$ cat src/rtl/keypad_pkg.sv
// Shared types and constants for the 4x4 keypad scanner.
`timescale 1ns/1ps
package keypad_pkg;

  localparam int KEY_ROWS   = 4;
  localparam int KEY_COLS   = 4;
  localparam int KEY_CODE_W = 4;
  localparam int IDX_W      = 2;

  localparam logic [KEY_COLS-1:0] COL_RESET = 4'b1110;

  typedef logic [IDX_W-1:0] idx_t;

  typedef enum logic [1:0] {
    SCAN,
    DEBOUNCE,
    PRESSED
  } state_e;

  // Lowest-index active-low row wins when several rows are down together.
  function automatic idx_t lowest_low(input logic [KEY_ROWS-1:0] rows);
    lowest_low = '0;
    for (int i = KEY_ROWS - 1; i >= 0; i--) begin
      if (!rows[i]) lowest_low = idx_t'(i);
    end
  endfunction

  function automatic logic [KEY_COLS-1:0] col_drive(input idx_t idx);
    col_drive = ~(KEY_COLS'(1) << idx);
  endfunction

endpackage

$ cat src/rtl/keypad_sync.sv
// Parameterised 2-flop synchronizer; resets to all-ones (idle level of pulled-up rows).
`timescale 1ns/1ps
module keypad_sync #(
  parameter int WIDTH = 4
) (
  input  logic             clk,
  input  logic             reset,
  input  logic [WIDTH-1:0] d,
  output logic [WIDTH-1:0] q
);

  logic [WIDTH-1:0] meta_q, meta_d;
  logic [WIDTH-1:0] sync_q, sync_d;

  always_comb begin
    meta_d = d;
    sync_d = meta_q;
  end

  always_ff @(posedge clk) begin
    if (reset) begin
      meta_q <= '1;
      sync_q <= '1;
    end else begin
      meta_q <= meta_d;
      sync_q <= sync_d;
    end
  end

  assign q = sync_q;

endmodule

$ cat src/rtl/keypad_scanner.sv
// 4x4 active-low keypad scanner: column scan on a slow tick, per-key debounce,
// one-cycle KEY_VALID per accepted press and a KEY_HELD level until release.
`timescale 1ns/1ps
module keypad_scanner
  import keypad_pkg::*;
#(
  parameter int SCAN_DIV        = 4096,
  parameter int DEBOUNCE_FRAMES = 16
) (
  input  logic                  CLK,
  input  logic                  RESET,
  input  logic [KEY_ROWS-1:0]   ROW,
  output logic [KEY_COLS-1:0]   COL,
  output logic [KEY_CODE_W-1:0] KEY_CODE,
  output logic                  KEY_VALID,
  output logic                  KEY_HELD
);

  localparam int TICK_W = $clog2(SCAN_DIV);
  localparam int CNT_W  = $clog2(DEBOUNCE_FRAMES + 1);
  localparam logic [TICK_W-1:0] TICK_LAST = TICK_W'(SCAN_DIV - 1);
  localparam logic [CNT_W-1:0]  CNT_DONE  = CNT_W'(DEBOUNCE_FRAMES);

  logic [KEY_ROWS-1:0]   row_s;
  logic [TICK_W-1:0]     tick_q, tick_d;
  state_e                state_q, state_d;
  idx_t                  col_idx_q, col_idx_d;
  logic [KEY_COLS-1:0]   col_q, col_d;
  idx_t                  cap_row_q, cap_row_d;
  idx_t                  cap_col_q, cap_col_d;
  logic [CNT_W-1:0]      count_q, count_d;
  logic [KEY_CODE_W-1:0] key_code_q, key_code_d;
  logic                  key_valid_q, key_valid_d;
  logic                  key_held_q, key_held_d;

  logic                  tick;
  logic                  cap_down;
  logic                  accept;
  logic [CNT_W-1:0]      count_inc;

  keypad_sync #(.WIDTH(KEY_ROWS)) u_sync (
    .clk   (CLK),
    .reset (RESET),
    .d     (ROW),
    .q     (row_s)
  );

  assign tick      = (tick_q == TICK_LAST);
  assign cap_down  = ~row_s[cap_row_q];
  assign count_inc = count_q + 1'b1;

  // NOTE: every variable gets a default before the case so no path leaves it
  // unassigned; otherwise synthesis would infer a latch to hold the old value.
  always_comb begin
    tick_d      = tick ? '0 : tick_q + 1'b1;
    state_d     = state_q;
    col_idx_d   = col_idx_q;
    cap_row_d   = cap_row_q;
    cap_col_d   = cap_col_q;
    count_d     = count_q;
    key_code_d  = key_code_q;
    key_valid_d = 1'b0;
    key_held_d  = key_held_q;
    accept      = 1'b0;

    if (tick) begin
      unique case (state_q)
        SCAN: begin
          if (&row_s) begin
            col_idx_d = col_idx_q + 1'b1;
          end else begin
            cap_row_d = lowest_low(row_s);
            cap_col_d = col_idx_q;
            if (DEBOUNCE_FRAMES == 1) begin
              accept = 1'b1;
            end else begin
              count_d = CNT_W'(1);
              state_d = DEBOUNCE;
            end
          end
        end
        DEBOUNCE: begin
          if (cap_down) begin
            if (count_inc == CNT_DONE) accept = 1'b1;
            else count_d = count_inc;
          end else begin
            count_d   = '0;
            col_idx_d = col_idx_q + 1'b1;
            state_d   = SCAN;
          end
        end
        PRESSED: begin
          if (!cap_down) begin
            if (count_inc == CNT_DONE) begin
              count_d    = '0;
              key_held_d = 1'b0;
              col_idx_d  = col_idx_q + 1'b1;
              state_d    = SCAN;
            end else begin
              count_d = count_inc;
            end
          end else begin
            count_d = '0;
          end
        end
        default: state_d = SCAN;
      endcase
    end

    if (accept) begin
      state_d     = PRESSED;
      key_code_d  = {cap_row_d, cap_col_d};
      key_valid_d = 1'b1;
      key_held_d  = 1'b1;
      count_d     = '0;
    end

    // Column drive is registered from the next index so COL never glitches.
    col_d = col_drive(col_idx_d);
  end

  // NOTE: sequential state uses non-blocking assignments so every flop samples
  // the pre-edge values regardless of statement order.
  always_ff @(posedge CLK) begin
    if (RESET) begin
      tick_q      <= '0;
      state_q     <= SCAN;
      col_idx_q   <= '0;
      col_q       <= COL_RESET;
      cap_row_q   <= '0;
      cap_col_q   <= '0;
      count_q     <= '0;
      key_code_q  <= '0;
      key_valid_q <= 1'b0;
      key_held_q  <= 1'b0;
    end else begin
      tick_q      <= tick_d;
      state_q     <= state_d;
      col_idx_q   <= col_idx_d;
      col_q       <= col_d;
      cap_row_q   <= cap_row_d;
      cap_col_q   <= cap_col_d;
      count_q     <= count_d;
      key_code_q  <= key_code_d;
      key_valid_q <= key_valid_d;
      key_held_q  <= key_held_d;
    end
  end

  assign COL       = col_q;
  assign KEY_CODE  = key_code_q;
  assign KEY_VALID = key_valid_q;
  assign KEY_HELD  = key_held_q;

endmodule

$ cat config.mk
export PLATFORM = sky130hd
export DESIGN_NAME = keypad_scanner
export DESIGN_NICKNAME = d
export VERILOG_FILES = /design/src/rtl/keypad_pkg.sv /design/src/rtl/keypad_sync.sv /design/src/rtl/keypad_scanner.sv
export SDC_FILE = /design/constraint.sdc
export NUM_CORES = 1
export LEC_CHECK = 0
export BUFFER_PORTS_ARGS = -buffer_cell sky130_fd_sc_hd__buf_4
export CORE_MARGIN = 2
export CORE_UTILIZATION = 33
export CTS_CLUSTER_SIZE = 20
export DETAILED_ROUTE_END_ITERATION = 7
export MAX_ROUTING_LAYER = met4
export PLACE_DENSITY_LB_ADDON = 0.05
export RECOVER_POWER = 100
export SYNTH_ARGS = -nofsm -noshare
export SYNTH_HDL_FRONTEND = slang
export SYNTH_SLANG_ARGS = --single-unit
$ cat constraint.sdc
create_clock -name CLK -period 2.9 [get_ports CLK]
set_input_delay 0.435 -clock CLK [delete_from_list [all_inputs] [get_ports CLK]]
set_output_delay 0.435 -clock CLK [all_outputs]
set_load 0.03 [all_outputs]
==> run metrics, run 1 <==
status finished clean; Max Cap Viol 0; Inserted Diodes 0; Num CTS Buffers 5; register area share after synthesis 0.443; clk_lat worst skew ~290 ps; Root Driver clkbuf_8; fmax between 0.4 and 0.5 GHz; RSZ-0062 raised after global routing false; buffers plus inverters on the worst setup path 0; Crit Path Max Fanout 10; multi-input logic area around 1000 um2; die height 80.7 um; CTS-repair resized insts 0; Detailed Route Iter0 Violations a little over 80; full die area about 0.0065 mm2; pwr/cell area between 400 and 500 mW/mm2; # rows 27; first-pass GRT wire length between 6000 and 7000 um; Overall Global Routing Usage 0.135; Compound-Gate Fraction of Synth Area 0.134; register area between 800 and 900 um2; Leakage Power 0.816 nW; GR Overflow Total 0; Slowest Stage Delay on Critical Path about 520 ps; Syn Area/Cell 8.99 um2; final setup margin 484 ps; non-filler cells, final 303; post-synthesis mux area share 0.0322; Setup-failing EPs final 0; I/O pin total 16; largest net degree at the start of global routing 31; Placed Cells 296; core area 0.00561 mm2; Synth Register Bits 43; dpl hpwl between 2000 and 3000 um; Hold Crit Start ROW[2]; fraction of layout cells with a size suffix above 1 0.126; Mapped Area between 0.0015 and 0.002 mm2; clock buffer depth 2; initial core utilization 0.346; Synth Area in XOR/XNOR 0.0361; fin nets ~240; Layout Skew ~4.0 ps; synth unique cells 46; Synth Instances between 200 and 250; Reg2Reg Depth 7; Remaining DRCs 0; clock period minus worst slack between 2000 and 2500 ps; PortBufs 15; cts-stage hold buffer count 0; antenna-violating nets left 0; hold path cells 2; Crit path arrival time 2640 ps; Crit-path slowest cell or4_1; Synth Area in Adders 0.0387; initial antenna violation count 0; syn_nets 228; vias per cell approximately 5; final setup TNS 0 ps; slew at the pin with the worst max-slew slack approximately 1200 ps; DIE WIDTH 80.7 um; most frequent CP cell and4_1; worst hold-check path type primary input to flop; Crit Path Category flop to flop; internal reg-to-reg setup slack just under 500 ps; VDD IR-drop max around 0.00031 V; TritonRoute pass-1 iters 4; largest family of logic cells by synthesized area simple AND/OR/NAND/NOR gates; Worst R2R Start tick_q[0]; CP startpoint kind flop; area delta synth->final 10.5%; crit end category flop; Final Hold Vio Count 0; Hold Path Sink u_sync.meta_q[2]; max_slew headroom 0.203; Reg clk slew, reported paths about 80 ps; Final Cycle Share 0.833; post-DR wirelength/cell about 13 um; Place WS 632 ps; WP data required around 3100 ps; area share of and/or/nand/nor cells after synthesis 0.275; TritonCTS Sinks 43; htree depth 2; Slew Limit Fails 0; Critical R2R Capture count_q[3]; worst path cell trace ha_1 > and4_1 > and4_1 > and2b_1 > nand2_4 > or4_1 > a21oi_1; Detailed Route WL between 3000 and 4000 um; hold_ws about 330 ps; global placer's final weighted congestion a little over 0.8; vias in the first global route around 1400; yosys synthesis warning count 0; cell family with the largest share of critical-path delay simple AND/OR/NAND/NOR gates; FILL cells ~600; CTS tree done; setup bufs post-CTS 0; vias about 1500
-- cells in the final DEF, fill, tap and decap left out, drive strengths merged, types with 3 or more instances in the layout --
cell type / instances
dfxtp: 43
nor2: 20
nand2: 19
clkbuf: 16
o21ai: 13
inv: 12
a21oi: 11
or2: 11
nor2b: 6
nand4: 6
xor2: 6
ha: 6
nand3: 5
and2: 4
mux2i: 4
buf: 4
and4: 4
and3: 4
a22o: 3
nand3b: 3
a31oi: 3
-- per-stage QoR --
stage	instance area (um2)	power, mW	util
after floorplan	1940	0.648	-
after global placement	2110	0.660	0.376
after detailed placement	2110	0.661	0.376
after CTS	2190	1.03	0.391
after global routing	2150	1.07	0.383
final	2150	1.01	0.383
-- routing by layer --
metal,up-vias,global-route usage,wire (um),share of wire
met1,714,0.173,1960,0.51
met4,0,0.0610,59,0.015
met5,-,-,0,0
met2,38,0.198,1680,0.43
li1,783,-,-,-
met3,8,0.0360,158,0.041
-- worst max-delay path by stage --
stage	start	to	slack [ps]	depth (start not counted)
floorplan	tick_q[0]	count_q[3]	860	8
global placement	tick_q[0]	count_q[3]	670	7
detailed placement	tick_q[0]	count_q[3]	630	7
CTS	tick_q[0]	count_q[3]	600	7
global route	tick_q[0]	COL[0]	250	7
finish	tick_q[0]	count_q[3]	480	7
-- state kept, by name, summed over array words and instances (netlist names) --
name / count
tick_q: 12
cap_col_q: 2
state_q: 2
u_sync.q: 4
KEY_CODE: 4
count_q: 5
KEY_HELD: 1
KEY_VALID: 1
cap_row_q: 2
col_idx_q: 2
COL: 4
u_sync.meta_q: 4
-- layout make-up --
type,count,area share
Sequential cell,43,0.401
Clock inverter,2,0.00641
Timing Repair Buffer,15,0.0332
Inverter,12,0.0210
Tap cell,72,0.0420
Clock buffer,5,0.0321
Multi-Input combinational cell,154,0.464
-- power breakdown --
group,leakage [nW],internal [mW],switching [mW]
logic,0.423,0.0177,0.0239
registers,0.349,0.599,0.00571
clock network,0.0440,0.165,0.198
total,0.816,0.781,0.227
-- synthesized netlist by cell type, drive strengths merged --
| cell | n | area share |
|---|---|---|
| or2 | 11 | 0.035 |
| nand3 | 5 | 0.013 |
| or3 | 2 | 0.0064 |
| or3b | 1 | 0.0045 |
| o21ai | 13 | 0.034 |
| nand3b | 3 | 0.012 |
| a22o | 3 | 0.014 |
| mux4 | 1 | 0.012 |
| a311o | 1 | 0.0052 |
| dfxtp | 43 | 0.44 |
| nor2b | 6 | 0.019 |
| clkbuf | 6 | 0.012 |
| a21oi | 11 | 0.028 |
| xnor2 | 2 | 0.0090 |
| and3 | 4 | 0.014 |
| a311oi | 1 | 0.0045 |
| xor2 | 6 | 0.027 |
| mux2i | 4 | 0.021 |
| a211oi | 2 | 0.0077 |
| nand2b | 2 | 0.010 |
| or4 | 2 | 0.0077 |
| ha | 6 | 0.039 |
| o211ai | 1 | 0.0039 |
| inv | 12 | 0.023 |
| nor3 | 1 | 0.0026 |
| o311ai | 1 | 0.0045 |
| a21o | 1 | 0.0039 |
| nor2 | 20 | 0.039 |
| nand4b | 1 | 0.0045 |
| and2 | 4 | 0.013 |
| and4 | 4 | 0.020 |
| nand2 | 19 | 0.041 |
| nor4b | 2 | 0.0090 |
| buf | 1 | 0.0058 |
| o41ai | 1 | 0.0045 |
| o32a | 1 | 0.0052 |
| a31oi | 3 | 0.0097 |
| nand4 | 6 | 0.019 |
| a31o | 1 | 0.0045 |
| and2b | 1 | 0.0052 |
| a211o | 1 | 0.0052 |
-- cells by family after synthesis --
| kind of cell | Yosys count |
|---|---|
| multiplexers | 5 |
| XOR/XNOR | 8 |
| buffers and inverters | 19 |
| AND/OR/NAND/NOR | 94 |
| adder cells (fa/ha/maj) | 6 |
| AO/OA/AOI/OAI | 41 |
| flip-flops | 43 |
Note: power is estimated with default switching activity, not from simulation.
==> inputs of run 2 (changes only) <==
--- a/config.mk
+++ b/config.mk
@@ -5,6 +5,7 @@
 export SDC_FILE = /design/constraint.sdc
 export NUM_CORES = 1
 export LEC_CHECK = 0
+export ABC_AREA = 1
 export BUFFER_PORTS_ARGS = -buffer_cell sky130_fd_sc_hd__buf_4
 export CORE_MARGIN = 2
 export CORE_UTILIZATION = 33
==> constraint.sdc (replaced) <==
create_clock -name CLK -period 2.2 [get_ports CLK]
set_input_delay 0.33 -clock CLK [delete_from_list [all_inputs] [get_ports CLK]]
set_output_delay 0.33 -clock CLK [all_outputs]
set_load 0.03 [all_outputs]
==> run 2 against run 1 <==
Compared with the run above: register-to-register slack worse by 110 ps; clock power up 54%; cell count up 22%; global-route usage down 0.63 points; die area up 7.2%; sequential power up 32%; clock skew up 1.9 ps; synthesized area up 7.6%; power up 40%; largest power group unchanged; highest routed layer unchanged.
==> run metrics, run 2 <==
yosys synthesis warning count 0; TritonCTS Sinks 43; crit end category flop; top flop regs tick_q (12), count_q (5); Area after DPL roughly 0.0023 mm2; Layout Skew 5.90 ps; area share of and/or/nand/nor cells after synthesis 0.383; core area 0.00603 mm2; Mapped Area 0.00209 mm2; largest family of logic cells by synthesized area simple AND/OR/NAND/NOR gates; Worst R2R Start count_q[0]; Reg clk slew, reported paths 80 ps; Max Cap Viol 0; internal reg-to-reg setup slack roughly 370 ps; Synth area leaders dfxtp_1 41%, nand2_1 11%, nand3_1 5.7%; Placed Cells approximately 360; Critical R2R Capture KEY_HELD; Final Total Pwr around 1.4 mW; CTS-repair resized insts 0; initial core utilization 0.347; Setup-failing EPs final 0; Hold Path Sink u_sync.meta_q[3]; global placer's final weighted congestion between 0.8 and 0.9; GR Overflow Total 0; Reg2Reg Depth 12; I/O pin total 16; max_slew headroom 0.596; Overall Global Routing Usage 0.129; CP startpoint kind flop; # rows 28; Crit path arrival time ~2000 ps; setup bufs post-CTS 0; fin nets 306; Comb power frac 0.042; WP data required between 2000 and 2500 ps; most instantiated library cell after synthesis nand2_1; internal power 1.10 mW; initial antenna violation count 0; Synth Register Bits between 40 and 50; first-pass GRT wire length 7170 um; VDD IR-drop max between 0.0002 and 0.00025 V; DIE WIDTH 83.6 um; area delta synth->final 11.6%; WL met2 1800 um; Flop pwr share 0.563; synth unique cells 34; clock share of power 0.395; status finished clean; Top Metal Used met4; Detailed Route WL approximately 4000 um; routed wl met3 around 130 um; top cell type by total area after synthesis dfxtp_1; worst hold-check path type primary input to flop; Num CTS Buffers 5; number of enable flip-flop cells after synthesis 0; fraction of layout cells with a size suffix above 1 0.176; Syn Area/Cell between 7 and 8 um2; post-synth top area share 0.412; Sw Share 0.223; PortBufs 15; slew at the pin with the worst max-slew slack approximately 610 ps; post-synthesis mux area share 0; clock buffer depth 2; antenna-violating nets left 0; Hold Crit Start ROW[3]; Root Driver clkbuf_8; Compound-Gate Fraction of Synth Area 0.0868; die height about 84 um; full die area approximately 0.007 mm2; Psw roughly 320 uW; htree depth 2; vias 1683; post-DR wirelength/cell approximately 11 um; Biggest register tick_q; TritonRoute pass-1 iters 4; Crit Path Category flop to flop; CTS tree done; Crit Path Max Fanout 5; M1 WL between 2000 and 2500 um; dpl hpwl between 3000 and 4000 um; commonest non-fill, non-tap cells in the layout 65 x nand2_1, 43 x dfxtp_1, 27 x nor2_1, 25 x inv_1, 25 x nand3_1; Final Cycle Share 0.830; Largest register FFs 12; Synth Instances about 270; final setup TNS 0 ps; most used flip-flop cell after synthesis dfxtp_1; commonest non-fill, non-tap cell in the layout nand2_1; non-filler cells, final between 300 and 400; Synth Area in XOR/XNOR 0.0168; clk_lat worst skew between 200 and 300 ps; largest net degree at the start of global routing 16; synth cell count leaders 59 x nand2_1, 43 x dfxtp_1, 27 x nor2_1, 24 x nand3_1, 23 x inv_1; Slew Limit Fails 0; cts-stage hold buffer count 0; Final Cell Area roughly 0.0023 mm2; Synth Area in Adders 0.0359; fmax roughly 0.55 GHz; Final Hold Vio Count 0; Detailed Route Iter0 Violations 42; vias per cell 4.55; FILL cells approximately 680; register area share after synthesis 0.412; asr flop ratio synth 0; RSZ-0062 raised after global routing false; pwr/cell area roughly 610 mW/mm2; Inserted Diodes 0; Leakage Power 0.970 nW; hold path cells 2; syn_nets around 290; vias in the first global route roughly 1600; Remaining DRCs 0; clock period minus worst slack 1830 ps
[run 2: cell count changes after synthesis, moves of 6 or more]
cell     previous run  this run
nand2_1            18        59
inv_2               0         6
nand3_1             5        24
nor2b_1             6         0
inv_1              12        23
nor2_1             20        27
nand2_2             0        10
[run 2: logic make-up (layout without fill, tap and decap cells)]
logic type      after synthesis  count (layout)
simple gates                154             154
flops                        43              43
buf+inv                      35              57
compound gates               31              31
fa+ha+maj                     6               6
xor+xnor                      4               4
[run 2: cell type report]
| type | instances | area, um2 | area share |
|---|---|---|---|
| tap | 75 | 93.8 | 0.0403 |
| inverter | 33 | 130 | 0.0558 |
| clock buffer | 7 | 96.3 | 0.0413 |
| timing repair buffer | 16 | 78.8 | 0.0338 |
| sequential | 43 | 861 | 0.369 |
| multi-input combinational | 195 | 1060 | 0.456 |
| clock inverter | 1 | 7.51 | 0.00322 |
[run 2: power groups by stage]
stage               logic [mW]  clock network, mW  registers (mW)
detailed placement      0.0621                  0           0.813
floorplan               0.0419                  0           0.812
global placement        0.0617                  0           0.813
global route            0.0694              0.614           0.797
CTS                     0.0622              0.582           0.795
finish                  0.0593              0.558           0.795
[run 2: metrics by stage]
stage                     setup WS [ps]  utilization  hold WS (ps)
after global routing                134        0.387           205
final                               374        0.387           213
after CTS                           411        0.398           202
after detailed placement            429        0.381           394
after global placement              400        0.381           391
after floorplan                     668            -           389
[run 2: per-layer routing]
metal / up-vias / track usage
met1: 734 / 0.172
met3: 9 / 0.0297
met2: 27 / 0.187
met4: 0 / 0.0528
li1: 913 / -
met5: - / -
[run 2: worst max path at each step]
stage	from	to	cells past startpoint
2_1_floorplan	tick_q[0]	COL[0]	12
3_3_place_gp	tick_q[0]	KEY_CODE[1]	8
3_5_place_dp	tick_q[0]	KEY_CODE[1]	8
4_1_cts	tick_q[0]	KEY_CODE[1]	8
5_1_grt	count_q[0]	COL[0]	13
6_report	count_q[0]	KEY_HELD	12
[run 2: worst max-delay path, stage by stage, from the launching register on]
cell,delay (ps)
dfxtp_1,410
ha_1,220
nand2_1,110
inv_1,110
nand3_1,70
nand2_1,110
inv_2,50
nand2_1,110
nor2_4,50
nand2_4,80
nor2_4,40
inv_1,210
o21ai_0,120
